===== config.mk =====
export PLATFORM = sky130hd
export DESIGN_NAME = stream_unpack
export DESIGN_NICKNAME = d
export VERILOG_FILES = /design/src/rtl/stream_unpack.sv
export SDC_FILE = /design/constraint.sdc
export NUM_CORES = 1
export LEC_CHECK = 0
export BUFFER_PORTS_ARGS = -buffer_cell sky130_fd_sc_hd__buf_2
export CORE_MARGIN = 2
export CORE_UTILIZATION = 50
export DETAILED_ROUTE_END_ITERATION = 12
export GPL_TIMING_DRIVEN = 0
export PLACE_DENSITY = 0.77
export SLEW_MARGIN = 30
export SYNTH_ARGS = -nofsm -noshare
export SYNTH_HDL_FRONTEND = slang
export SYNTH_SLANG_ARGS = --single-unit

===== constraint.sdc =====
create_clock -name clk -period 5.45 [get_ports clk]
set_clock_uncertainty 0.15 [all_clocks]
set_input_delay 1.09 -clock clk [delete_from_list [all_inputs] [get_ports clk]]
set_output_delay 1.09 -clock clk [all_outputs]
set_load 0.005 [all_outputs]

===== src/rtl/stream_unpack.sv =====
// Purpose : splits a header/payload word stream into per-channel entries tagged with channel and last-of-frame.
// Latency : 1 cycle from input handshake to o_valid (single output register stage).
// Backpressure: s_ready = !o_valid || o_ready; headers and dropped words also wait on the output stage.
//
// Ports:
//   clk, reset          single clock, asynchronous active-high reset
//   s_valid/s_ready     inbound word handshake; s_data is {addr, data} or a header word
//                       (header: s_data[31:16] == DATA_HEAD, s_data[15:0] = channel id)
//   max_count           payload words per frame (0 = unlimited), sampled when a header is taken
//   o_valid/o_ready     decoded-entry handshake; o_channel/o_addr/o_data/o_last the entry
//   frame_err           one-cycle pulse: dropped word, bad-channel header or short frame
//   seq_err             one-cycle pulse: header channel out of round-robin order
//   frame_cnt           number of o_last entries handed off, wraps at 2^32
//
// Optional feature: define UNPACK_SEQ_CHECK_EN to build the channel-sequence checker;
// without it seq_err is tied low and no sequence state exists.
// The header tag lives in bits [31:16], so ADDR_WIDTH+DATA_WIDTH must be at least 32.

module stream_unpack #(
    parameter int          ADDR_WIDTH = 16,
    parameter int          DATA_WIDTH = 16,
    parameter int          CHANNEL    = 8,
    parameter logic [15:0] DATA_HEAD  = 16'hA5A5
) (
    input  logic                             clk,
    input  logic                             reset,
    input  logic                             s_valid,
    output logic                             s_ready,
    input  logic [ADDR_WIDTH+DATA_WIDTH-1:0] s_data,
    input  logic [31:0]                      max_count,
    output logic                             o_valid,
    input  logic                             o_ready,
    output logic [15:0]                      o_channel,
    output logic [ADDR_WIDTH-1:0]            o_addr,
    output logic [DATA_WIDTH-1:0]            o_data,
    output logic                             o_last,
    output logic                             frame_err,
    output logic                             seq_err,
    output logic [31:0]                      frame_cnt
);

    localparam int          W      = ADDR_WIDTH + DATA_WIDTH;
    localparam logic [16:0] CH_LIM = 17'(CHANNEL);

    typedef enum logic {IDLE, BODY} state_t;

    state_t      state_q, state_d;
    logic [15:0] chan_q;
    logic [31:0] max_q;
    logic [31:0] cnt_q;

    logic        in_fire;
    logic        is_head;
    logic [15:0] hdr_ch;
    logic        ch_ok;

    // FSM decisions for the word being consumed this cycle
    logic        take_hdr;
    logic        emit;
    logic        emit_last;
    logic        ferr_d;

    assign s_ready = !o_valid || o_ready;
    assign in_fire = s_valid && s_ready;
    assign is_head = (s_data[31:16] == DATA_HEAD);
    assign hdr_ch  = s_data[15:0];
    assign ch_ok   = (hdr_ch != 16'd0) && ({1'b0, hdr_ch} < CH_LIM);

    always_ff @(posedge clk or posedge reset) begin
        if (reset) begin
            state_q <= IDLE;
        end else begin
            state_q <= state_d;
        end
    end

    always_comb begin
        state_d   = state_q;
        take_hdr  = 1'b0;
        emit      = 1'b0;
        emit_last = 1'b0;
        ferr_d    = 1'b0;
        if (in_fire) begin
            case (state_q)
                IDLE: begin
                    if (is_head && ch_ok) begin
                        take_hdr = 1'b1;
                        state_d  = BODY;
                    end else begin
                        // stray payload or bad header: swallow it and flag
                        ferr_d = 1'b1;
                    end
                end
                BODY: begin
                    if (is_head) begin
                        if (ch_ok) begin
                            take_hdr = 1'b1;
                            state_d  = BODY;
                            // a bounded frame cut short by a new header
                            ferr_d   = (max_q != 32'd0) && (cnt_q != max_q);
                        end else begin
                            ferr_d  = 1'b1;
                            state_d = IDLE;
                        end
                    end else begin
                        emit      = 1'b1;
                        emit_last = (max_q != 32'd0) && ((cnt_q + 32'd1) == max_q);
                        if (emit_last) begin
                            state_d = IDLE;
                        end
                    end
                end
                default: state_d = IDLE;
            endcase
        end
    end

    // frame context: channel, length limit and running word count
    always_ff @(posedge clk or posedge reset) begin
        if (reset) begin
            chan_q <= 16'd0;
            max_q  <= 32'd0;
            cnt_q  <= 32'd0;
        end else if (take_hdr) begin
            chan_q <= hdr_ch;
            max_q  <= max_count;
            cnt_q  <= 32'd0;
        end else if (emit) begin
            cnt_q  <= cnt_q + 32'd1;
        end
    end

    // output register stage; fields only load with a new entry so they hold while stalled
    always_ff @(posedge clk or posedge reset) begin
        if (reset) begin
            o_valid   <= 1'b0;
            o_last    <= 1'b0;
            o_channel <= 16'd0;
            o_addr    <= '0;
            o_data    <= '0;
        end else if (s_ready) begin
            o_valid <= emit;
            if (emit) begin
                o_last    <= emit_last;
                o_channel <= chan_q;
                o_addr    <= s_data[W-1:DATA_WIDTH];
                o_data    <= s_data[DATA_WIDTH-1:0];
            end
        end
    end

    always_ff @(posedge clk or posedge reset) begin
        if (reset) begin
            frame_err <= 1'b0;
            frame_cnt <= 32'd0;
        end else begin
            frame_err <= ferr_d;
            if (o_valid && o_ready && o_last) begin
                frame_cnt <= frame_cnt + 32'd1;
            end
        end
    end

`ifdef UNPACK_SEQ_CHECK_EN
    localparam logic [15:0] CH_MAX = 16'(CHANNEL - 1);

    // seq_have_q stays low until the first accepted header, so that one matches anything
    logic        seq_have_q;
    logic [15:0] seq_prev_q;
    logic [15:0] seq_exp;

    assign seq_exp = (seq_prev_q == CH_MAX) ? 16'd1 : (seq_prev_q + 16'd1);

    always_ff @(posedge clk or posedge reset) begin
        if (reset) begin
            seq_have_q <= 1'b0;
            seq_prev_q <= 16'd0;
            seq_err    <= 1'b0;
        end else begin
            seq_err <= take_hdr && seq_have_q && (hdr_ch != seq_exp);
            if (take_hdr) begin
                seq_have_q <= 1'b1;
                seq_prev_q <= hdr_ch;
            end
        end
    end
`else
    assign seq_err = 1'b0;
`endif

endmodule

==> Word level (Yosys, flattened, before mapping) <==
Cells that the tools add are included.
{ "word_totals": {"reg_bits": 164, "latch_bits": 0, "ram_bits": 0, "romBits": 0, "in_bits": 68, "out_inout_bits": 85, "mem_count": 0} }
{ "classes": {"add_sub_neg": 2, "n_mul": 0, "n_div": 0, "order_cmp": 1, "eq_ne": 3, "n_shift": 0, "n_mux": 21, "bitwise": 1, "reduce_logical": 13} }
{ "ops": {"columns": ["operator", "n"], "rows": [
  ["32-bit by 1-bit adder with 32-bit output, second input constant", 2],
  ["32-bit 2-to-1 mux", 2],
  ["32-bit equality test", 1],
  ["32-bit != test", 1],
  ["32-bit nonzero test", 1],
  ["16-bit equality test, second input constant", 1],
  ["16-bit by 4-bit < comparator with 1-bit output, second input constant", 1],
  ["1-bit 2-to-1 mux", 16],
  ["16-bit nonzero test", 1],
  ["1-bit logical AND", 7],
  ["1-bit case mux with 2 select lines", 3],
  ["2-bit AND reduction", 1],
  ["2-bit nonzero test", 1],
  ["1-bit logical NOT", 1],
  ["1-bit logical OR", 1],
  ["1-bit NOT", 1]
]} }

==> Longest topological paths before layout <==
Gate-level depths: netlist of run 1.
{ "depth": {"depth_word": 7, "depth_mapped": 9, "depth_no_buf": 8} }

==> Worst setup path before layout of run 1 <==
No wires, ideal clock.
{ "synth_timing": {"path_kind": "input to register", "startpoint": "input port s_data[27]", "endpoint": "register cnt_q[6]", "setup_time_ns": 0.129, "t_arrival_ns": 2.771, "required_ns": 5.171, "path_slack_ns": 2.400, "path_stages": 8, "n_path_buf": 2, "cell_sequence": "or4b_1 o41ai_2 or2_2 buf_4 buf_2 a31oi_1 o21ai_0 o41ai_1"} }
{ "synth_between": {"elab_chain_len": 6, "elab_cells_between_ends": 11, "cone_classes": "eq/ne: 1; mux: 8; reduce/logical: 2"} }
{ "synth_rtl": {"columns": ["element", "line_no", "rtl"], "rows": [
  ["start: declaration", "29", "input logic [ADDR_WIDTH+DATA_WIDTH-1:0] s_data,"],
  ["16-bit equality test (*)", "65", "assign is_head = (s_data[31:16] == DATA_HEAD);"],
  ["1-bit logical AND", "86", "if (is_head && ch_ok) begin"],
  ["1-bit 2-to-1 mux", "86", null],
  ["1-bit case mux with 2 select lines", "84", "case (state_q)"],
  ["1-bit 2-to-1 mux", "83", "if (in_fire) begin"],
  ["32-bit 2-to-1 mux / 2-bit nonzero test (equally long branches)", null, null],
  ["end signal: assignment", "129", "cnt_q <= cnt_q + 32'd1;"],
  ["end: declaration", "50", "logic [31:0] cnt_q;"]
]} }
Mark *: on every way between the ends. The rest lies on a longest branch, timed or not.
A chain may end at the register's enable or synchronous reset.

==> Worst setup path after layout of run 1 <==
{ "layout_timing": {"startpoint": "register cnt_q[0]", "endpoint": "register o_last"} }
{ "layout_between": {"elab_chain_len": 6} }
{ "layout_rtl": {"columns": ["element", "line_no", "rtl"], "rows": [
  ["32-bit by 1-bit adder with 32-bit output", "107", "emit_last = (max_q != 32'd0) && ((cnt_q + 32'd1) == max_q);"],
  ["32-bit equality test", "107", null],
  ["1-bit logical AND", "107", null],
  ["1-bit 2-to-1 mux", "95", "if (is_head) begin"],
  ["1-bit 2-to-1 mux", "84", null],
  ["1-bit 2-to-1 mux", "83", null],
  ["end signal: assignment", "144", "o_last <= emit_last;"],
  ["end: declaration", "36", "output logic o_last,"]
]} }
Every way passes these cells.

==> reports/qor.yml, run 1 <==
outcome:
  outcome: "finished clean"
grt:
  grt_max_degree: 32
  grt_use_total_pct: 24.91
  grt_pass1_vias: 6469
  antenna_found_initial: 0
  grt_overflow: 0
  grt_pass1_wl_um: 32500
sta:
  drv_slew: 0
  fin_ws_ns: 1.895
  worst_slew_pin_slew_ns: 0.6968
  layout_min_cycle_time_ns: 3.555
  clock.fmax_mhz: 281.3
  fin_crit_sh_pct: 65.23
  finalHoldViolCount: 0
  slew_headroom_pct: 53.38
  rsz0062_at_grt: "false"
  finalSetupTns_ns: 0
  setup_viol: 0
cts:
  cts.clk_slew.worst_paths_ns: 0.06
  numCtsBuffers: 17
  clk_latency_ns: 0.44
  cts_resized: 0
  clock_sinks: 164
  htreeDepth: 4
  cts_setup_buffers: 0
  cts_tree: "done"
  cts.hold.buffers_added: 0
  cts_root_buf: "clkbuf_16"
  clockBufferDepth: 2
worst_setup_path:
  critPathMaxStageDelay_ns: 0.64
  path_cells: "ha_1, and3_1, buf_2, nand4_4, or4_1, xnor2_1, or4_1, nor4_2, mux2_2"
  critPathKind: "flip-flop to flip-flop"
  cp_max_fo: 8
  cpMostUsedCell: "or4_1"
  cp_num_cells: 9
  arrival_ns: 3.78
  reg2reg_depth: 9
  timing.critical_path.buf_inv: 1
  cp-start-kind: "flip-flop"
  crit_family: "simple AND/OR/NAND/NOR gates"
  reg2reg_slack_ns: 1.90
  slowest_stage: "or4_1"
  crit_required_ns: 5.67
  end_kind: "flip-flop"
finish:
  instances_no_fill: 1280
  n_fill_cell: 1402
  num-nets-final: 1123
  seq_area_sq_mm: 0.004104
  n_antenna_cell: 0
  multi_input_area_sq_mm: 0.003647
  drive_gt1_share_pct: 22.18
  syn2layout_area_growth_pct: 22.04
die:
  dieHeight_um: 130.5
  core_sq_mm: 0.01577
  fp.dieW_um: 130.5
  row_count: 46
  die_area_sq_mm: 0.01704
  io_pins: 153
  start_util_pct: 50.75
drt:
  wirelength_um: 20630
  drt_pass1_iterations: 8
  vias_per_cell: 5.421
  drc_errors: 0
  antenna_left: 0
  vias: 6939
  drt_iter0_drc: 483
  drt-wirelength-per-cell_um: 16.12
yosys:
  synthArstFlopShare_pct: 100.0
  yosys-top-cells-area: "dfrtp_1 51%, nand2_1 14%, xnor2_1 5.0%, xor2_1 4.7%, nor2_1 1.9%"
  synth_warnings: 0
  synthFlopType: "dfrtp_1"
  synth_top_area_share_pct: 51.27
  postSynthAreaPerCell_sq_um: 9.126
  syn_area_sq_mm: 0.008004
  syn_nets: 947
  synth.distinct_cells: 62
  ys_ff_latch: 164
  ys_seq_area_share_pct: 51.27
  synth-edff-count: 0
  yosysMostFrequentCell: "nand2_1"
  yosysTopAreaCell: "dfrtp_1"
  netlist_instances: 877
  synth_commonest_cells: "297 x nand2_1, 164 x dfrtp_1, 46 x xnor2_1"
min_path:
  hold_class: "flip-flop to flip-flop"
  hold_depth: 1
power_and_ir_drop:
  irDropWorstVdd_mv: 0.2143
  p_per_area_mw_per_mm2: 286.1
  p_leak_nw: 5.200
placement:
  dp_hpwl_um: 15560
  place_inst: 1250
  place_congestion: 0.9290
  dp_slack_ns: 1.590
  portBuffers: 151
job:
  max_cap_violations: 0
layer usage:
metal | GRT usage (%) | vias to the layer above | share of wire, %
li1 | - | 3304 | -
met1 | 33.25 | 3305 | 45
met2 | 39.74 | 291 | 45
met3 | 6.800 | 39 | 8.2
met4 | 8.260 | 0 | 2.0
met5 | 0 | - | 0
area by class of cell:
cell class,instances,share of cell area (%)
Inverter,9,0.3843
Multi-Input combinational cell,659,37.34
Sequential cell,164,42.01
Clock inverter,13,1.780
Clock buffer,17,4.355
Buffer,45,2.242
Tap cell,216,2.767
Timing Repair Buffer,157,9.120
state kept, by name (all words and copies together) (netlist names):
register   flops
cnt_q         32
o_data        16
frame_err      1
frame_cnt     32
o_channel     16
max_q         32
o_addr        16
chan_q        16
state_q        1
o_valid        1
o_last         1
layout by cell type (no fill, tap or decap), types with 12 or more instances in the layout:
| cell type | synthesis | routed |
|---|---|---|
| buf_2 | 18 | 169 |
| xnor2_1 | 46 | 46 |
| o21ai_0 | 28 | 28 |
| xor2_1 | 43 | 43 |
| nand2_1 | 297 | 297 |
| nand4_1 | 20 | 20 |
| dfrtp_1 | 164 | 164 |
| clkbuf_16 | 0 | 17 |
| nor3_1 | 12 | 12 |
| clkbuf_1 | 20 | 20 |
| nor2_1 | 41 | 41 |
| nand3_1 | 29 | 29 |
| nor4_1 | 21 | 21 |
| and2_1 | 16 | 16 |
path summary, 6_finish.rpt:
check | to | from
worst max-delay path | o_last$_DFFE_PP0P_ | cnt_q[0]$_DFFE_PP0P_
worst min-delay path | frame_cnt[31]$_DFFE_PP0P_ | frame_cnt[31]$_DFFE_PP0P_
worst max register to register | o_last$_DFFE_PP0P_ | cnt_q[0]$_DFFE_PP0P_
worst min register to register | frame_cnt[31]$_DFFE_PP0P_ | frame_cnt[31]$_DFFE_PP0P_
max in group asynchronous | max_q[4]$_DFFE_PP0N_ | reset
min in group asynchronous | o_channel[7]$_DFFE_PP0P_ | reset
cell families after synthesis:
group,Yosys count,share of synthesized area (%)
and+or+nand+nor,492,28.87
DFF,164,51.27
xor gates and xnor gates,89,9.739
AOI/OAI and AO/OA,70,5.909
buffers and inverters,54,3.158
muxes,5,0.6878
adders and majority gates,2,0.3126
other,1,0.04685
power by group:
group,internal (mW),leakage [nW],switching [mW],total [mW]
sequential,1.30,2.26,0.0383,1.33
combinational,0.109,2.65,0.120,0.229
clock,0.724,0.289,0.508,1.23
per-stage QoR:
step / hold WS, ns / cell area (sq um) / power, mW / utilization, %
2_1_floorplan: 0.2804 / 8008 / 1.443 / -
3_3_place_gp: 0.2933 / 9034 / 1.568 / 57.28
3_5_place_dp: 0.3022 / 9169 / 1.588 / 58.14
4_1_cts: 0.3156 / 9768 / 2.816 / 61.94
5_1_grt: 0.3241 / 9768 / 2.914 / 61.94
6_report: 0.3091 / 9768 / 2.795 / 61.94
Note: power is estimated with default switching activity, not from simulation.
==> inputs of run 2 (changes only) <==
- clock period: 5.45 -> 3 ns (I/O delays scaled with it)
==> run 2 against run 1 <==
Compared with the run above: sequential share of layout area down 0.55 points; register-to-register slack got worse by 1.9 ns; sequential power is 82% higher; routed wire length up 2.2%; clock-buffer cell count did not move; core utilization is 0.94 points higher; the flow now finishes with violations (setup timing).
==> reports/qor.yml, run 2 (synthesis results as in run 1) <==
outcome:
  outcome: "finished with violations"
  violations: "setup timing"
power_and_ir_drop:
  p_seq_share_pct: 47.7  # about the same
  p_comb_share_pct: 8.2  # about the same
  p_sw_share_pct: 23.91  # +0.070 points
  p_per_area_mw_per_mm2: 512.5  # +79%
  irDropWorstVdd_mv: 0.3893  # +82%
  p_leak_nw: 5.262  # +1.2%
  p_clk_share_pct: 44.1  # about the same
  intPower_mw: 3.867  # +82%
  switching_power_mw: 1.215  # +82%
cts:
  clk_latency_ns: 0.44  # about the same
  clockBufferDepth: 2  # unchanged
  cts_tree: "done"
  cts.clk_slew.worst_paths_ns: 0.07  # about the same
  htreeDepth: 4  # unchanged
  cts.hold.buffers_added: 0  # unchanged
  clock_sinks: 164  # unchanged
  numCtsBuffers: 17  # unchanged
  cts_root_buf: "clkbuf_16"
die:
  core_sq_mm: 0.01577  # unchanged
  fp.dieW_um: 130.5  # unchanged
  dieHeight_um: 130.5  # unchanged
  start_util_pct: 50.75  # unchanged
  io_pins: 153  # unchanged
  row_count: 46  # unchanged
  die_area_sq_mm: 0.01704  # unchanged
sta:
  fin_ws_ns: -0.04399  # -1.939 ns
  finalHoldViolCount: 0  # unchanged
  rsz0062_at_grt: "true"
  clock.fmax_mhz: 328.5  # +17%
  setup_viol: 2  # +2
  drv_slew: 0  # unchanged
  fin_crit_sh_pct: 101.5  # +36 points
  worst_slew_pin_slew_ns: 0.6530  # -0.04378 ns
  slew_headroom_pct: 56.07  # +2.7 points
  layout_min_cycle_time_ns: 3.044  # -0.5109 ns
  finalSetupTns_ns: -0.04846  # -0.04846 ns
placement:
  place_inst: 1250  # unchanged
  portBuffers: 151  # unchanged
  place_congestion: 0.9290  # unchanged
  dp_slack_ns: -0.4530  # -2.043 ns
  dp_hpwl_um: 15560  # unchanged
finish:
  n_antenna_cell: 0  # unchanged
  instances_no_fill: 1289  # +0.70%
  reg_top3: "cnt_q: 32 flops, frame_cnt: 32 flops, max_q: 32 flops"
  drive_gt1_share_pct: 24.23  # +2.1 points
  syn2layout_area_growth_pct: 23.89
  layout_common_cells: "297 x nand2_1, 166 x buf_2, 158 x dfrtp_1, 46 x xnor2_1, 43 x xor2_1"
  num-nets-final: 1132  # +0.80%
  layout_commonest_cell: "nand2_1"
worst_setup_path:
  path_cells: "buf_6, nand4_1, or4_4, nor4_4, xor2_1, or4_4, nor4_4, mux2_2"
  reg2reg_slack_ns: -0.04  # -1.94 ns
  arrival_ns: 3.27  # -0.51 ns
  cp_max_fo: 8  # unchanged
  r2r_end: "o_last$_DFFE_PP0P_"
  reg2reg_from: "cnt_q[18]$_DFFE_PP0P_"
  reg2reg_depth: 8  # -1
  crit_family: "simple AND/OR/NAND/NOR gates"
  crit_start: "cnt_q[18]$_DFFE_PP0P_"
  critPathMaxStageDelay_ns: 0.61  # -0.03 ns
  timing.critical_path.buf_inv: 1  # unchanged
  crit_required_ns: 3.23  # -2.44 ns
  end_kind: "flip-flop"
  critPathKind: "flip-flop to flip-flop"
  slowest_stage: "or4_4"
  cp-start-kind: "flip-flop"
grt:
  grt_max_degree: 32  # unchanged
  grt_use_total_pct: 25.19  # +0.28 points
  grt_pass1_vias: 6534  # +1.0%
  antenna_found_initial: 0  # unchanged
  grt_overflow: 0  # unchanged
  grt_pass1_wl_um: 32830  # +1.0%
drt:
  drt-wirelength-per-cell_um: 16.36  # +1.5%
  vias_per_cell: 5.427  # +0.10%
  drt_iter0_drc: 443  # -8.3%
  antenna_left: 0  # unchanged
  drt_pass1_iterations: 5  # -3
  vias: 6995  # +0.81%
  wirelength_um: 21080  # +2.2%
  drc_errors: 0  # unchanged
min_path:
  hold_class: "primary input to asynchronous set/reset pin"
job:
  max_cap_violations: 0  # unchanged
==> run 2: changes by cell type in the layout (fill, tap and decap cells not counted), moves of 2 or more <==
| cell | delta |
|---|---|
| buf_4 | +12 |
| dfrtp_1 | -6 |
| dfrtp_2 | +6 |
| clkbuf_1 | -4 |
| buf_2 | -3 |
| clkbuf_4 | +2 |
| nor4_4 | +2 |
| or4_1 | -2 |
| or4_4 | +2 |
==> run 2: repair_timing <==
item / 4_1_cts / 5_1_grt
setup buffers: 3 / 9
pin swaps: 1 / 5
resized for setup: 6 / 17
setup endpoints to repair: 2 / 16
==> run 2: layout make-up <==
class	instances	area (sq um)
fill	1381	5854
sequential	164	4111
multi-input combinational	659	3696
timing repair buffer	169	980.9
clock buffer	17	425.4
tap	216	270.3
buffer	42	220.2
clock inverter	13	173.9
inverter	9	37.54
==> run 2: per-stage QoR <==
stage | hold slack, ns | util, % | area, sq um | power [mW]
detailed placement | 0.3022 | 58.14 | 9169 | 2.886
finish | 0.001681 | 62.88 | 9916 | 5.082
global route | 0.004857 | 62.88 | 9916 | 5.296
global placement | 0.2933 | 57.28 | 9034 | 2.849
CTS | 0.0003616 | 62.23 | 9814 | 5.115
floorplan | 0.2804 | - | 8008 | 2.621
==> run 2: power by group through the flow <==
stage / registers [mW] / logic, mW / clock network (mW)
2_1_floorplan: 2.48 / 0.142 / 0
3_3_place_gp: 2.46 / 0.389 / 0
3_5_place_dp: 2.47 / 0.420 / 0
4_1_cts: 2.42 / 0.423 / 2.27
5_1_grt: 2.44 / 0.481 / 2.38
6_report: 2.42 / 0.416 / 2.24
==> run 2: per-layer routing <==
| metal | track usage [%] | wire, um | up-vias |
|---|---|---|---|
| met5 | 0 | 0 | - |
| met4 | 8.949 | 434 | 0 |
| met2 | 40.20 | 9611 | 304 |
| met3 | 6.922 | 1782 | 38 |
| li1 | - | - | 3324 |
| met1 | 33.33 | 9255 | 3329 |
==> run 2: worst max path at each step <==
stage                                  to  depth (start not counted)  slack (ns)
detailed placement     o_last$_DFFE_PP0P_                          9       -0.45
global placement    max_q[15]$_DFFE_PP0N_                          2       -0.81
global route           o_last$_DFFE_PP0P_                          7       -0.09
floorplan              o_last$_DFFE_PP0P_                          9        0.03
CTS                    o_last$_DFFE_PP0P_                          8        0.04
finish                 o_last$_DFFE_PP0P_                          8       -0.04
